## config.mk

```make
export PLATFORM = sky130hd
export DESIGN_NAME = downmix_filter_sched_flat
export DESIGN_NICKNAME = d
export VERILOG_FILES = /design/src/rtl/downmix_filter_sched_if.sv /design/src/rtl/downmix_filter_sched.sv /design/src/flat_wrapper.sv
export SDC_FILE = /design/constraint.sdc
export NUM_CORES = 1
export LEC_CHECK = 0
export ABC_AREA = 1
export CORE_MARGIN = 4
export CORE_UTILIZATION = 40
export CTS_CLUSTER_DIAMETER = 100
export DETAILED_ROUTE_END_ITERATION = 7
export SYNTH_ARGS = -nofsm -noshare
export SYNTH_HDL_FRONTEND = slang
export SYNTH_SLANG_ARGS = --single-unit
export TNS_END_PERCENT = 1
```

## constraint.sdc

```tcl
create_clock -name clk -period 2.75 [get_ports clk]
set_input_delay 0.275 -clock clk [delete_from_list [all_inputs] [get_ports clk]]
set_output_delay 0.275 -clock clk [all_outputs]
set_load 0.05 [all_outputs]
```

## src/rtl/downmix_filter_sched_if.sv

```systemverilog
// Mixer-side bus of downmix_filter_sched: run enable and I/Q samples in, filtered I/Q and status out.
interface downmix_filter_sched_if #(
    parameter int DATA_WIDTH = 16
);
    logic                         start;
    logic signed [DATA_WIDTH-1:0] i_in;
    logic signed [DATA_WIDTH-1:0] q_in;
    logic signed [DATA_WIDTH-1:0] i_out;
    logic signed [DATA_WIDTH-1:0] q_out;
    logic                         out_valid;
    logic                         busy;
    logic                         overrun;

    modport master (output start, i_in, q_in, input i_out, q_out, out_valid, busy, overrun);
    modport slave  (input start, i_in, q_in, output i_out, q_out, out_valid, busy, overrun);
endinterface

```

## src/rtl/downmix_filter_sched.sv

```systemverilog
// Shared serial-MAC low-pass scheduler for the downmixer I/Q paths, decimated to the demod rate.
// Define SCHED_SAT_EN to saturate the shifted tap sum instead of wrapping it.
module downmix_filter_sched #(
    parameter int TAPS         = 6,
    parameter int DATA_WIDTH   = 16,
    parameter int SYS_CLK_FREQ = 6_400_000,
    parameter int MIXING_FREQ  = 320_000,
    parameter int DECIM        = 20,
    parameter int SHIFT        = 3
) (
    input logic                   clk,
    input logic                   rst,
    downmix_filter_sched_if.slave bus
);
    localparam int SAMPLE_DIV = SYS_CLK_FREQ / MIXING_FREQ;
    localparam int ACC_W      = DATA_WIDTH + $clog2(TAPS) + 1;
    localparam int CNT_W      = (SAMPLE_DIV > 1) ? $clog2(SAMPLE_DIV) : 1;
    localparam int TAP_W      = (TAPS > 1) ? $clog2(TAPS) : 1;
    localparam int DEC_W      = (DECIM > 1) ? $clog2(DECIM) : 1;

    typedef enum logic [1:0] {IDLE, MAC_I, MAC_Q, OUT} state_t;

    state_t                       state_q, state_d;
    logic [CNT_W-1:0]             cnt_q, cnt_d;
    logic                         tick_q, tick_d;
    logic [TAP_W-1:0]             tap_idx_q, tap_idx_d;
    logic [DEC_W-1:0]             decim_q, decim_d;
    logic signed [ACC_W-1:0]      acc_q, acc_d;
    logic signed [DATA_WIDTH-1:0] i_line_q [TAPS];
    logic signed [DATA_WIDTH-1:0] i_line_d [TAPS];
    logic signed [DATA_WIDTH-1:0] q_line_q [TAPS];
    logic signed [DATA_WIDTH-1:0] q_line_d [TAPS];
    logic signed [DATA_WIDTH-1:0] i_res_q, i_res_d;
    logic signed [DATA_WIDTH-1:0] q_res_q, q_res_d;
    logic signed [DATA_WIDTH-1:0] i_out_q, i_out_d;
    logic signed [DATA_WIDTH-1:0] q_out_q, q_out_d;
    logic                         out_valid_q, out_valid_d;
    logic                         busy_q, busy_d;
    logic                         overrun_q, overrun_d;
    logic signed [DATA_WIDTH-1:0] tap_sel;
    logic signed [ACC_W-1:0]      mac_sum;
    logic                         last_tap;

    function automatic logic signed [ACC_W-1:0] sext(input logic signed [DATA_WIDTH-1:0] x);
        return $signed({{(ACC_W-DATA_WIDTH){x[DATA_WIDTH-1]}}, x});
    endfunction

    function automatic logic signed [DATA_WIDTH-1:0] reduce(input logic signed [ACC_W-1:0] sum);
        logic signed [ACC_W-1:0] shifted;
        shifted = sum >>> SHIFT;
`ifdef SCHED_SAT_EN
        if (shifted > $signed({{(ACC_W-DATA_WIDTH+1){1'b0}}, {(DATA_WIDTH-1){1'b1}}}))
            return $signed({1'b0, {(DATA_WIDTH-1){1'b1}}});
        else if (shifted < $signed({{(ACC_W-DATA_WIDTH+1){1'b1}}, {(DATA_WIDTH-1){1'b0}}}))
            return $signed({1'b1, {(DATA_WIDTH-1){1'b0}}});
        else
            return shifted[DATA_WIDTH-1:0];
`else
        return shifted[DATA_WIDTH-1:0];
`endif
    endfunction

    always_comb begin
        tick_d      = (cnt_q == CNT_W'(SAMPLE_DIV - 1));
        cnt_d       = tick_d ? '0 : cnt_q + 1'b1;
        state_d     = state_q;
        tap_idx_d   = tap_idx_q;
        decim_d     = decim_q;
        acc_d       = acc_q;
        i_line_d    = i_line_q;
        q_line_d    = q_line_q;
        i_res_d     = i_res_q;
        q_res_d     = q_res_q;
        i_out_d     = i_out_q;
        q_out_d     = q_out_q;
        out_valid_d = 1'b0;
        overrun_d   = overrun_q;
        tap_sel     = (state_q == MAC_Q) ? q_line_q[tap_idx_q] : i_line_q[tap_idx_q];
        mac_sum     = acc_q + sext(tap_sel);
        last_tap    = (tap_idx_q == TAP_W'(TAPS - 1));

        // A low start abandons the computation; delay lines and outputs keep their values
        if (!bus.start) begin
            state_d   = IDLE;
            tap_idx_d = '0;
            decim_d   = '0;
            acc_d     = '0;
            overrun_d = 1'b0;
        end else begin
            if (tick_q && state_q != IDLE)
                overrun_d = 1'b1;
            case (state_q)
                IDLE: begin
                    if (tick_q) begin
                        for (int k = TAPS - 1; k > 0; k--) begin
                            i_line_d[k] = i_line_q[k-1];
                            q_line_d[k] = q_line_q[k-1];
                        end
                        i_line_d[0] = bus.i_in;
                        q_line_d[0] = bus.q_in;
                        acc_d       = '0;
                        tap_idx_d   = '0;
                        state_d     = MAC_I;
                    end
                end
                MAC_I, MAC_Q: begin
                    if (last_tap) begin
                        if (state_q == MAC_I) begin
                            i_res_d = reduce(mac_sum);
                            state_d = MAC_Q;
                        end else begin
                            q_res_d = reduce(mac_sum);
                            state_d = OUT;
                        end
                        acc_d     = '0;
                        tap_idx_d = '0;
                    end else begin
                        acc_d     = mac_sum;
                        tap_idx_d = tap_idx_q + 1'b1;
                    end
                end
                OUT: begin
                    if (decim_q == DEC_W'(DECIM - 1)) begin
                        i_out_d     = i_res_q;
                        q_out_d     = q_res_q;
                        out_valid_d = 1'b1;
                        decim_d     = '0;
                    end else begin
                        decim_d = decim_q + 1'b1;
                    end
                    state_d = IDLE;
                end
                default: state_d = IDLE;
            endcase
        end
        busy_d = (state_d != IDLE);
    end

    always_ff @(posedge clk or negedge rst) begin
        if (!rst) begin
            state_q     <= IDLE;
            cnt_q       <= '0;
            tick_q      <= 1'b0;
            tap_idx_q   <= '0;
            decim_q     <= '0;
            acc_q       <= '0;
            i_line_q    <= '{default: '0};
            q_line_q    <= '{default: '0};
            i_res_q     <= '0;
            q_res_q     <= '0;
            i_out_q     <= '0;
            q_out_q     <= '0;
            out_valid_q <= 1'b0;
            busy_q      <= 1'b0;
            overrun_q   <= 1'b0;
        end else begin
            state_q     <= state_d;
            cnt_q       <= cnt_d;
            tick_q      <= tick_d;
            tap_idx_q   <= tap_idx_d;
            decim_q     <= decim_d;
            acc_q       <= acc_d;
            i_line_q    <= i_line_d;
            q_line_q    <= q_line_d;
            i_res_q     <= i_res_d;
            q_res_q     <= q_res_d;
            i_out_q     <= i_out_d;
            q_out_q     <= q_out_d;
            out_valid_q <= out_valid_d;
            busy_q      <= busy_d;
            overrun_q   <= overrun_d;
        end
    end

    assign bus.i_out     = i_out_q;
    assign bus.q_out     = q_out_q;
    assign bus.out_valid = out_valid_q;
    assign bus.busy      = busy_q;
    assign bus.overrun   = overrun_q;
endmodule

```

## src/flat_wrapper.sv

```systemverilog
// flat-port wrapper written by rule: the top's interface ports become plain ports
module downmix_filter_sched_flat 
#(
    parameter int TAPS         = 6,
    parameter int DATA_WIDTH   = 16,
    parameter int SYS_CLK_FREQ = 6_400_000,
    parameter int MIXING_FREQ  = 320_000,
    parameter int DECIM        = 20,
    parameter int SHIFT        = 3
)
  (clk, rst, bus_start, bus_i_in, bus_q_in, bus_i_out, bus_q_out, bus_out_valid, bus_busy, bus_overrun);
  downmix_filter_sched_if #(.DATA_WIDTH(DATA_WIDTH)) bus_i ();
  input logic clk;
  input logic rst;
  input wire logic [$bits(bus_i.start)-1:0] bus_start;
  input wire logic [$bits(bus_i.i_in)-1:0] bus_i_in;
  input wire logic [$bits(bus_i.q_in)-1:0] bus_q_in;
  output wire logic [$bits(bus_i.i_out)-1:0] bus_i_out;
  output wire logic [$bits(bus_i.q_out)-1:0] bus_q_out;
  output wire logic [$bits(bus_i.out_valid)-1:0] bus_out_valid;
  output wire logic [$bits(bus_i.busy)-1:0] bus_busy;
  output wire logic [$bits(bus_i.overrun)-1:0] bus_overrun;
  assign bus_i.start = bus_start;
  assign bus_i.i_in = bus_i_in;
  assign bus_i.q_in = bus_q_in;
  assign bus_i_out = bus_i.i_out;
  assign bus_q_out = bus_i.q_out;
  assign bus_out_valid = bus_i.out_valid;
  assign bus_busy = bus_i.busy;
  assign bus_overrun = bus_i.overrun;
  downmix_filter_sched #(.TAPS(TAPS), .DATA_WIDTH(DATA_WIDTH), .SYS_CLK_FREQ(SYS_CLK_FREQ), .MIXING_FREQ(MIXING_FREQ), .DECIM(DECIM), .SHIFT(SHIFT)) u_core (.clk(clk), .rst(rst), .bus(bus_i));
endmodule
```

==> impl_metrics.tcl, run 1 <==
set metrics [dict create \
    n_antenna_cell 0 \
    final_core_util_pct 52.9 \
    clkPwrFrac_pct 43.6 \
    cp_max_fo 11 \
    grtUsageMet3_pct 2.02 \
    die_y_um 193 \
    htreeDepth 1 \
    start_util_pct 40.7 \
    cts_buffers 31 \
    routed_via_density 5.03 \
    setup_viol 30 \
    finalHoldViolCount 0 \
    intPower_uw 7680 \
    design.die.area_um2 37300 \
    synth_edf_count 0 \
    hold_class "in2async" \
    pin_count 70 \
    power.total_uw 10200 \
    crit_family "simple AND/OR/NAND/NOR gates" \
    synth_seq_cells 294 \
    cp.arrival_ns 3.31 \
    layout-drive-gt1-share_pct 22.2 \
    status "finished with violations" \
    netlist_area_um2 13700 \
    swShare_pct 24.9 \
    antenna_found_initial 0 \
    die_width_um 193 \
    path_cells "buf_6 -> clkinvlp_4 -> buf_12 -> buf_16 -> o21ai_4 -> o221ai_2 -> nand2_1 -> nand3_2 -> nand2_2 -> inv_2 -> ha_4 -> a21oi_2 -> nor2_1 -> nor2_2 -> nand2_4 -> nand2_2 -> nand3b_1 -> nand3_1 -> nand2_1" \
    combPwrFrac_pct 11.5 \
    cp_slowest_cell "dfrtp_2" \
    final.min_clock_period_ns 2.85 \
    clkTransAtPathRegs_ns 0.07 \
    synthArstFlopShare_pct 100 \
    routed_wirelength_um 34700 \
    antenna_left 0 \
    leakage_uw 0.00867 \
    cp-end-kind "flip-flop" \
    grt_pass1_vias 11000 \
    port_buffers 69 \
    drt-initial-drc-count 638 \
    use_met2_pct 29.7 \
    cts_sinks 294 \
    track_usage_pct 18.4 \
    fillCellCount 3146 \
    layout_common_cells "315 x nand2_1, 292 x dfrtp_1, 176 x inv_1" \
    worstMarginPinSlew_ns 0.657 \
    insertion_delay_ns 0.57 \
    grt.busiest_layer "met2" \
    yosys_warnings 0 \
    switchingPower_uw 2540 \
    fin_skew_ns 0.00966 \
    power_density_nw_per_um2 574 \
    avgSynthCellArea_um2 8.56 \
    rsz0062_at_grt "true" \
    ys.flop_type "dfrtp_1" \
    use_met1_pct 26.9 \
    cts_buffer_depth 3 \
    fin_crit_sh_pct 104 \
    drcViolationCount 0 \
    grt_start_max_net_pins 112 \
    synth_fp_nets 1660 \
    maxCapViolations 0 \
    final_common_cell "nand2_1" \
    root_buffer "clkbuf_16" \
    violations "setup timing" \
    max_freq_ghz 0.351 \
    yosysUniqueCellTypes 38 \
    rows 67 \
    areaGrowthSynthToFinish_pct 30.0 \
    overflow 0 \
    critPathKind "reg2reg" \
    gp_congestion 0.859 \
    cts_tree "yes" \
    fin_ws_ns -0.100 \
    syn_inst 1600 \
    dr.pass1.iters 5 \
    vdd_ir_drop_max_mv 0.562 \
    required_ns 3.21 \
    coreArea_um2 33700 \
    dpl.hpwl_um 22800 \
    power_frac_seq_pct 44.9 \
    start_kind "flip-flop" \
    vias 11100 \
    slew_headroom_pct 56.2 \
    yosysSeqAreaShare_pct 53.7 \
    grt_pass1_wl_um 56700 \
    cp_num_buf_inv 5 \
    final_max_slew_viol_count 0 \
    routedWlPerCell_um 15.8 \
    crit_path_max_incr_delay_ns 0.42 \
    layout.nets 1789 \
]
metrics by stage:
step | cells | setup slack [ns] | setup TNS, ns | hold WS, ns | instance area [um^2]
2_1_floorplan | 1600 | 0.00298 | 0 | -0.0206 | 13700
6_report | 2201 | -0.100 | -1.56 | 0.219 | 17800
5_1_grt | 2201 | -0.248 | -6.90 | 0.241 | 17800
4_1_cts | 2198 | -0.0543 | -0.916 | 0.212 | 17300
3_5_place_dp | 2129 | -0.329 | -10.12 | 0.221 | 15500
3_3_place_gp | 2129 | -0.278 | -7.57 | 0.217 | 15500
cell type report:
class	count	area, um^2	area share (%)
clock buffer	43	881	4.95
sequential	294	7360	41.3
multi-input combinational	1023	6110	34.3
clock inverter	14	220	1.24
timing repair buffer	183	1930	10.8
inverter	195	739	4.15
timing repair inverter	1	7.51	0.0421
tap	448	561	3.15
power groups by stage:
stage | combinational, uW | sequential [uW] | clock, uW
2_1_floorplan | 503 | 4640 | 0
3_3_place_gp | 937 | 4650 | 0
3_5_place_dp | 952 | 4660 | 0
4_1_cts | 1070 | 4580 | 4580
5_1_grt | 1310 | 4610 | 4770
6_report | 1180 | 4590 | 4460
Yosys cell counts, types with 2 or more instances:
| library cell | instances | area [um^2] |
|---|---|---|
| o21ai_1 | 8 | 40.0 |
| nor2_1 | 91 | 342 |
| a22o_1 | 3 | 26.3 |
| o21bai_1 | 3 | 22.5 |
| o221ai_1 | 30 | 263 |
| buf_1 | 4 | 15.0 |
| inv_2 | 6 | 22.5 |
| mux2_2 | 33 | 372 |
| inv_1 | 189 | 709 |
| nand3b_1 | 4 | 30.0 |
| o31ai_1 | 3 | 22.5 |
| a21o_1 | 3 | 22.5 |
| buf_6 | 2 | 22.5 |
| nor3_1 | 2 | 10.0 |
| nand2_1 | 358 | 1340 |
| o22ai_1 | 3 | 18.8 |
| o21ai_0 | 204 | 1020 |
| dfrtp_1 | 294 | 7360 |
| nor2_2 | 3 | 18.8 |
| nor2_4 | 2 | 22.5 |
| buf_2 | 48 | 240 |
| xor2_1 | 3 | 26.3 |
| a21oi_1 | 140 | 701 |
| nand3_1 | 83 | 415 |
| or2_2 | 6 | 37.5 |
| xnor2_1 | 6 | 52.6 |
| ha_1 | 24 | 300 |
| clkbuf_1 | 33 | 124 |
| a21boi_0 | 3 | 22.5 |
registers in the layout, indices dropped and copies added (netlist names):
| name | cells |
|---|---|
| u_core.decim_q | 5 |
| u_core.bus.q_out | 16 |
| u_core.q_line_q | 96 |
| u_core.i_res_q | 16 |
| u_core.q_res_q | 16 |
| u_core.acc_q | 19 |
| u_core.bus.busy | 1 |
| u_core.bus.out_valid | 1 |
| u_core.state_q | 2 |
| u_core.bus.i_out | 16 |
| u_core.tick_q | 1 |
| u_core.tap_idx_q | 3 |
| u_core.cnt_q | 5 |
| u_core.i_line_q | 96 |
| u_core.bus.overrun | 1 |
timing repair:
item,4_1_cts,5_1_grt
endpoints found under the hold margin,47,0
hold buffers,1,0
pin swaps,32,39
gates cloned,5,1
endpoints found under the setup margin,49,49
setup buffers,6,2
gates resized for setup,131,131
worst paths after layout:
check	from	to	slack, ns	cells past startpoint
worst max register to register	u_core.tap_idx_q[0]	u_core.acc_q[12]	-0.10	19
min in group clk	bus_i_in[10]	u_core.i_line_q[90]	0.27	3
max in group asynchronous	rst	u_core.q_line_q[16]	1.58	3
worst min register to register	u_core.cnt_q[0]	u_core.cnt_q[0]	0.47	1
worst max-delay path	u_core.tap_idx_q[0]	u_core.acc_q[12]	-0.10	19
worst min-delay path	rst	u_core.i_res_q[1]	0.22	2
routing by layer:
| metal | wire length (um) | part of all wire (%) |
|---|---|---|
| met5 | 0 | 0 |
| met4 | 770 | 2.2 |
| met3 | 1320 | 3.8 |
| met2 | 16100 | 46 |
| met1 | 16500 | 48 |
cells by family after synthesis:
group / Yosys count / synth area share, %
and+or+nand+nor: 553 / 16.4
muxes: 33 / 2.71
adders and majority gates: 25 / 2.34
buffers and inverters: 283 / 8.33
DFF: 294 / 53.7
xor gates and xnor gates: 9 / 0.575
AOI/OAI and AO/OA: 403 / 15.9
worst reg2reg max path: stages (launching register included):
cell and delay (ns):
dfrtp_2 0.42, buf_6 0.13, clkinvlp_4 0.14, buf_12 0.17, buf_16 0.15, o21ai_4 0.15, o221ai_2 0.09, nand2_1 0.08
nand3_2 0.08, nand2_2 0.08, inv_2 0.05, ha_4 0.26, a21oi_2 0.19, nor2_1 0.08, nor2_2 0.14, nand2_4 0.09
nand2_2 0.09, nand3b_1 0.15, nand3_1 0.13, nand2_1 0.06
(Power assumes the default switching activity.)
==> inputs of run 2 (changes only) <==
--- a/config.mk
+++ b/config.mk
@@ -10,6 +10,7 @@
 export CORE_UTILIZATION = 40
 export CTS_CLUSTER_DIAMETER = 100
 export DETAILED_ROUTE_END_ITERATION = 7
+export SLEW_MARGIN = 0
 export SYNTH_ARGS = -nofsm -noshare
 export SYNTH_HDL_FRONTEND = slang
 export SYNTH_SLANG_ARGS = --single-unit
==> results of run 2 <==
Final layout, timing and power as in run 1 (identical DEF).
==> inputs of run 3 (changes only) <==
--- a/config.mk
+++ b/config.mk
@@ -6,7 +6,7 @@
 export NUM_CORES = 1
 export LEC_CHECK = 0
 export ABC_AREA = 1
-export CORE_MARGIN = 4
+export CORE_MARGIN = 2
 export CORE_UTILIZATION = 40
 export CTS_CLUSTER_DIAMETER = 100
 export DETAILED_ROUTE_END_ITERATION = 7
==> run 3 against run 2 <==
  * The run still ends with setup timing left
  * Flip-flop and latch count unchanged
  * Wire length up 1.4%
  * Via count increased by 0.85%
  * Utilization up 1.5 points
  * Design area increased by 2.6%
  * Worst hold slack gained 0.11 ns
  * Final cell count increased by 0.68%
  * Non-clock buffer count increased by 14
  * Setup slack better by 0.032 ns
  * Count of clock-buffer cells in the layout up 4
  * Maximum frequency increased by 1.1%
==> impl_metrics.tcl, run 3 (same netlist as run 1, synthesis figures left out) <==
set metrics [dict create \
    grt_pass1_wl_um 57200 \
    start_kind "flip-flop" \
    layout.nets 1806 \
    fin_ws_ns -0.0683 \
    max_freq_ghz 0.355 \
    rsz0062_at_grt "true" \
    finalHoldViolCount 0 \
    cts_tree "yes" \
    die_y_um 189 \
    worstMarginPinSlew_ns 0.793 \
    grtUsageMet3_pct 2.87 \
    cts_sinks 294 \
    vdd_ir_drop_max_mv 0.361 \
    crit_family "simple AND/OR/NAND/NOR gates" \
    slew_headroom_pct 47.1 \
    cp_slowest_cell "dfrtp_2" \
    dp.cells 2134 \
    port_buffers 69 \
    critPathKind "reg2reg" \
    routed_via_density 5.04 \
    design.die.area_um2 35800 \
    root_buffer "clkbuf_16" \
    largest_registers "u_core.i_line_q (96), u_core.q_line_q (96), u_core.acc_q (19)" \
    violations "setup timing" \
    maxCapViolations 0 \
    final.min_clock_period_ns 2.82 \
    routedWlPerCell_um 15.9 \
    fin_crit_sh_pct 102 \
    antenna_left 0 \
    start_util_pct 40.8 \
    final_max_slew_viol_count 0 \
    cts_buffer_depth 3 \
    use_met2_pct 32.1 \
    setup_viol 11 \
    fillCellCount 3016 \
    grt.busiest_layer "met2" \
    dpl.hpwl_um 22200 \
    stdcell_count 2216 \
    cp_max_fo 7 \
    track_usage_pct 19.5 \
    rr_startpoint "u_core.tap_idx_q[0]" \
    antenna_found_initial 0 \
    cp-end-kind "flip-flop" \
    hold_class "in2reg" \
    layout_common_cells "292 x nand2_1, 292 x dfrtp_1, 172 x inv_1" \
    hp-start "bus_q_in[1]" \
    htreeDepth 2 \
    coreArea_um2 33600 \
    insertion_delay_ns 0.52 \
    leakage_uw 0.00884 \
    drt-initial-drc-count 750 \
    n_antenna_cell 0 \
    power_density_nw_per_um2 567 \
    use_met1_pct 27.1 \
    overflow 0 \
    drcViolationCount 0 \
    path_cells "buf_6 -> nand2_8 -> buf_12 -> buf_8 -> o221ai_2 -> nand2_1 -> nand3_2 -> nand2_2 -> inv_2 -> ha_4 -> a21oi_2 -> buf_4 -> o21ai_4 -> nand2_2 -> nand2_1 -> inv_1 -> nand2_4 -> nand3_4 -> nand3_2 -> nand2_1" \
    fin_setup_tns_ns -0.329 \
    rows 67 \
    areaGrowthSynthToFinish_pct 33.3 \
    cp.arrival_ns 3.22 \
    startpoint "u_core.tap_idx_q[0]" \
    dr.pass1.iters 5 \
    status "finished with violations" \
    grt_start_max_net_pins 91 \
    clkTransAtPathRegs_ns 0.06 \
    cp_common_cell "nand2_1" \
    crit_path_max_incr_delay_ns 0.48 \
    layout-drive-gt1-share_pct 25.8 \
    pin_count 70 \
    required_ns 3.15 \
    fin_skew_ns 0.0141 \
    cp_num_buf_inv 6 \
    die_width_um 189 \
    cts_buffers 34 \
    routed_wirelength_um 35200 \
    grt_pass1_vias 11000 \
    vias 11200 \
    gp_congestion 0.885 \
]
run 3: changes by cell type in the layout (fill, tap and decap cells not counted), sizes merged:
cell,change
buf,+16
bufbuf,-1
bufinv,-2
clkbuf,+3
clkinv,+1
clkinvlp,-4
inv,+2
run 3: report_power, final:
| group | internal, uW | switching (uW) | leakage [uW] |
|---|---|---|---|
| registers | 4500 | 92.1 | 0.00373 |
| logic | 529 | 757 | 0.00456 |
| clock network | 2700 | 1780 | 0.000542 |
| total | 7730 | 2630 | 0.00884 |
run 3: layer usage:
metal | vias to the layer above | share of wire [%]
met5 | - | 0
met4 | 0 | 2.3
met3 | 59 | 3.9
met1 | 5382 | 47
met2 | 220 | 47
li1 | 5514 | -
run 3: final timing paths:
check,slack [ns],cells after the start,endpoint
min in group asynchronous,0.39,2,u_core.i_res_q[2]
min reg2reg,0.46,1,u_core.cnt_q[0]
max reg2reg,-0.07,20,u_core.i_res_q[15]
max,-0.07,20,u_core.i_res_q[15]
min,0.33,3,u_core.q_line_q[81]
max in group asynchronous,1.56,3,u_core.tap_idx_q[1]
run 3: repair_timing:
item,4_1_cts,5_1_grt
gates cloned,4,0
setup buffers,11,11
hold buffers,1,0
gates resized for setup,121,235
endpoints found under the setup margin,47,49
pin swaps,32,83
endpoints found under the hold margin,82,0
run 3: metrics by stage:
stage                     util (%)  setup slack, ns  total power [uW]  instance area (um^2)  hold WS [ns]
after CTS                     51.7          -0.0672             10300                 17400         0.317
after global routing          54.3           -0.188             10800                 18300         0.339
after global placement        46.2           -0.259              5600                 15500         0.369
after detailed placement      46.2           -0.252              5620                 15500         0.369
final                         54.3          -0.0683             10400                 18300         0.332
after floorplan                  -          0.00298              5140                 13700       -0.0206
run 3: cell type report:
cell class,count,area [um^2],area share (%)
flip-flops and latches,294,7360,40.3
multi-input cells,1023,6500,35.6
repair buffers,197,2000,10.9
clock inverters,11,149,0.815
clock buffers,47,950,5.20
well taps,448,561,3.07
inverters,195,742,4.06
repair inverters,1,7.51,0.0411
run 3: worst min-delay path, stage by stage:
cell,delay [ns]
clkdlybuf4s50_1,0.40
nor2_1,0.10
a21oi_1,0.04
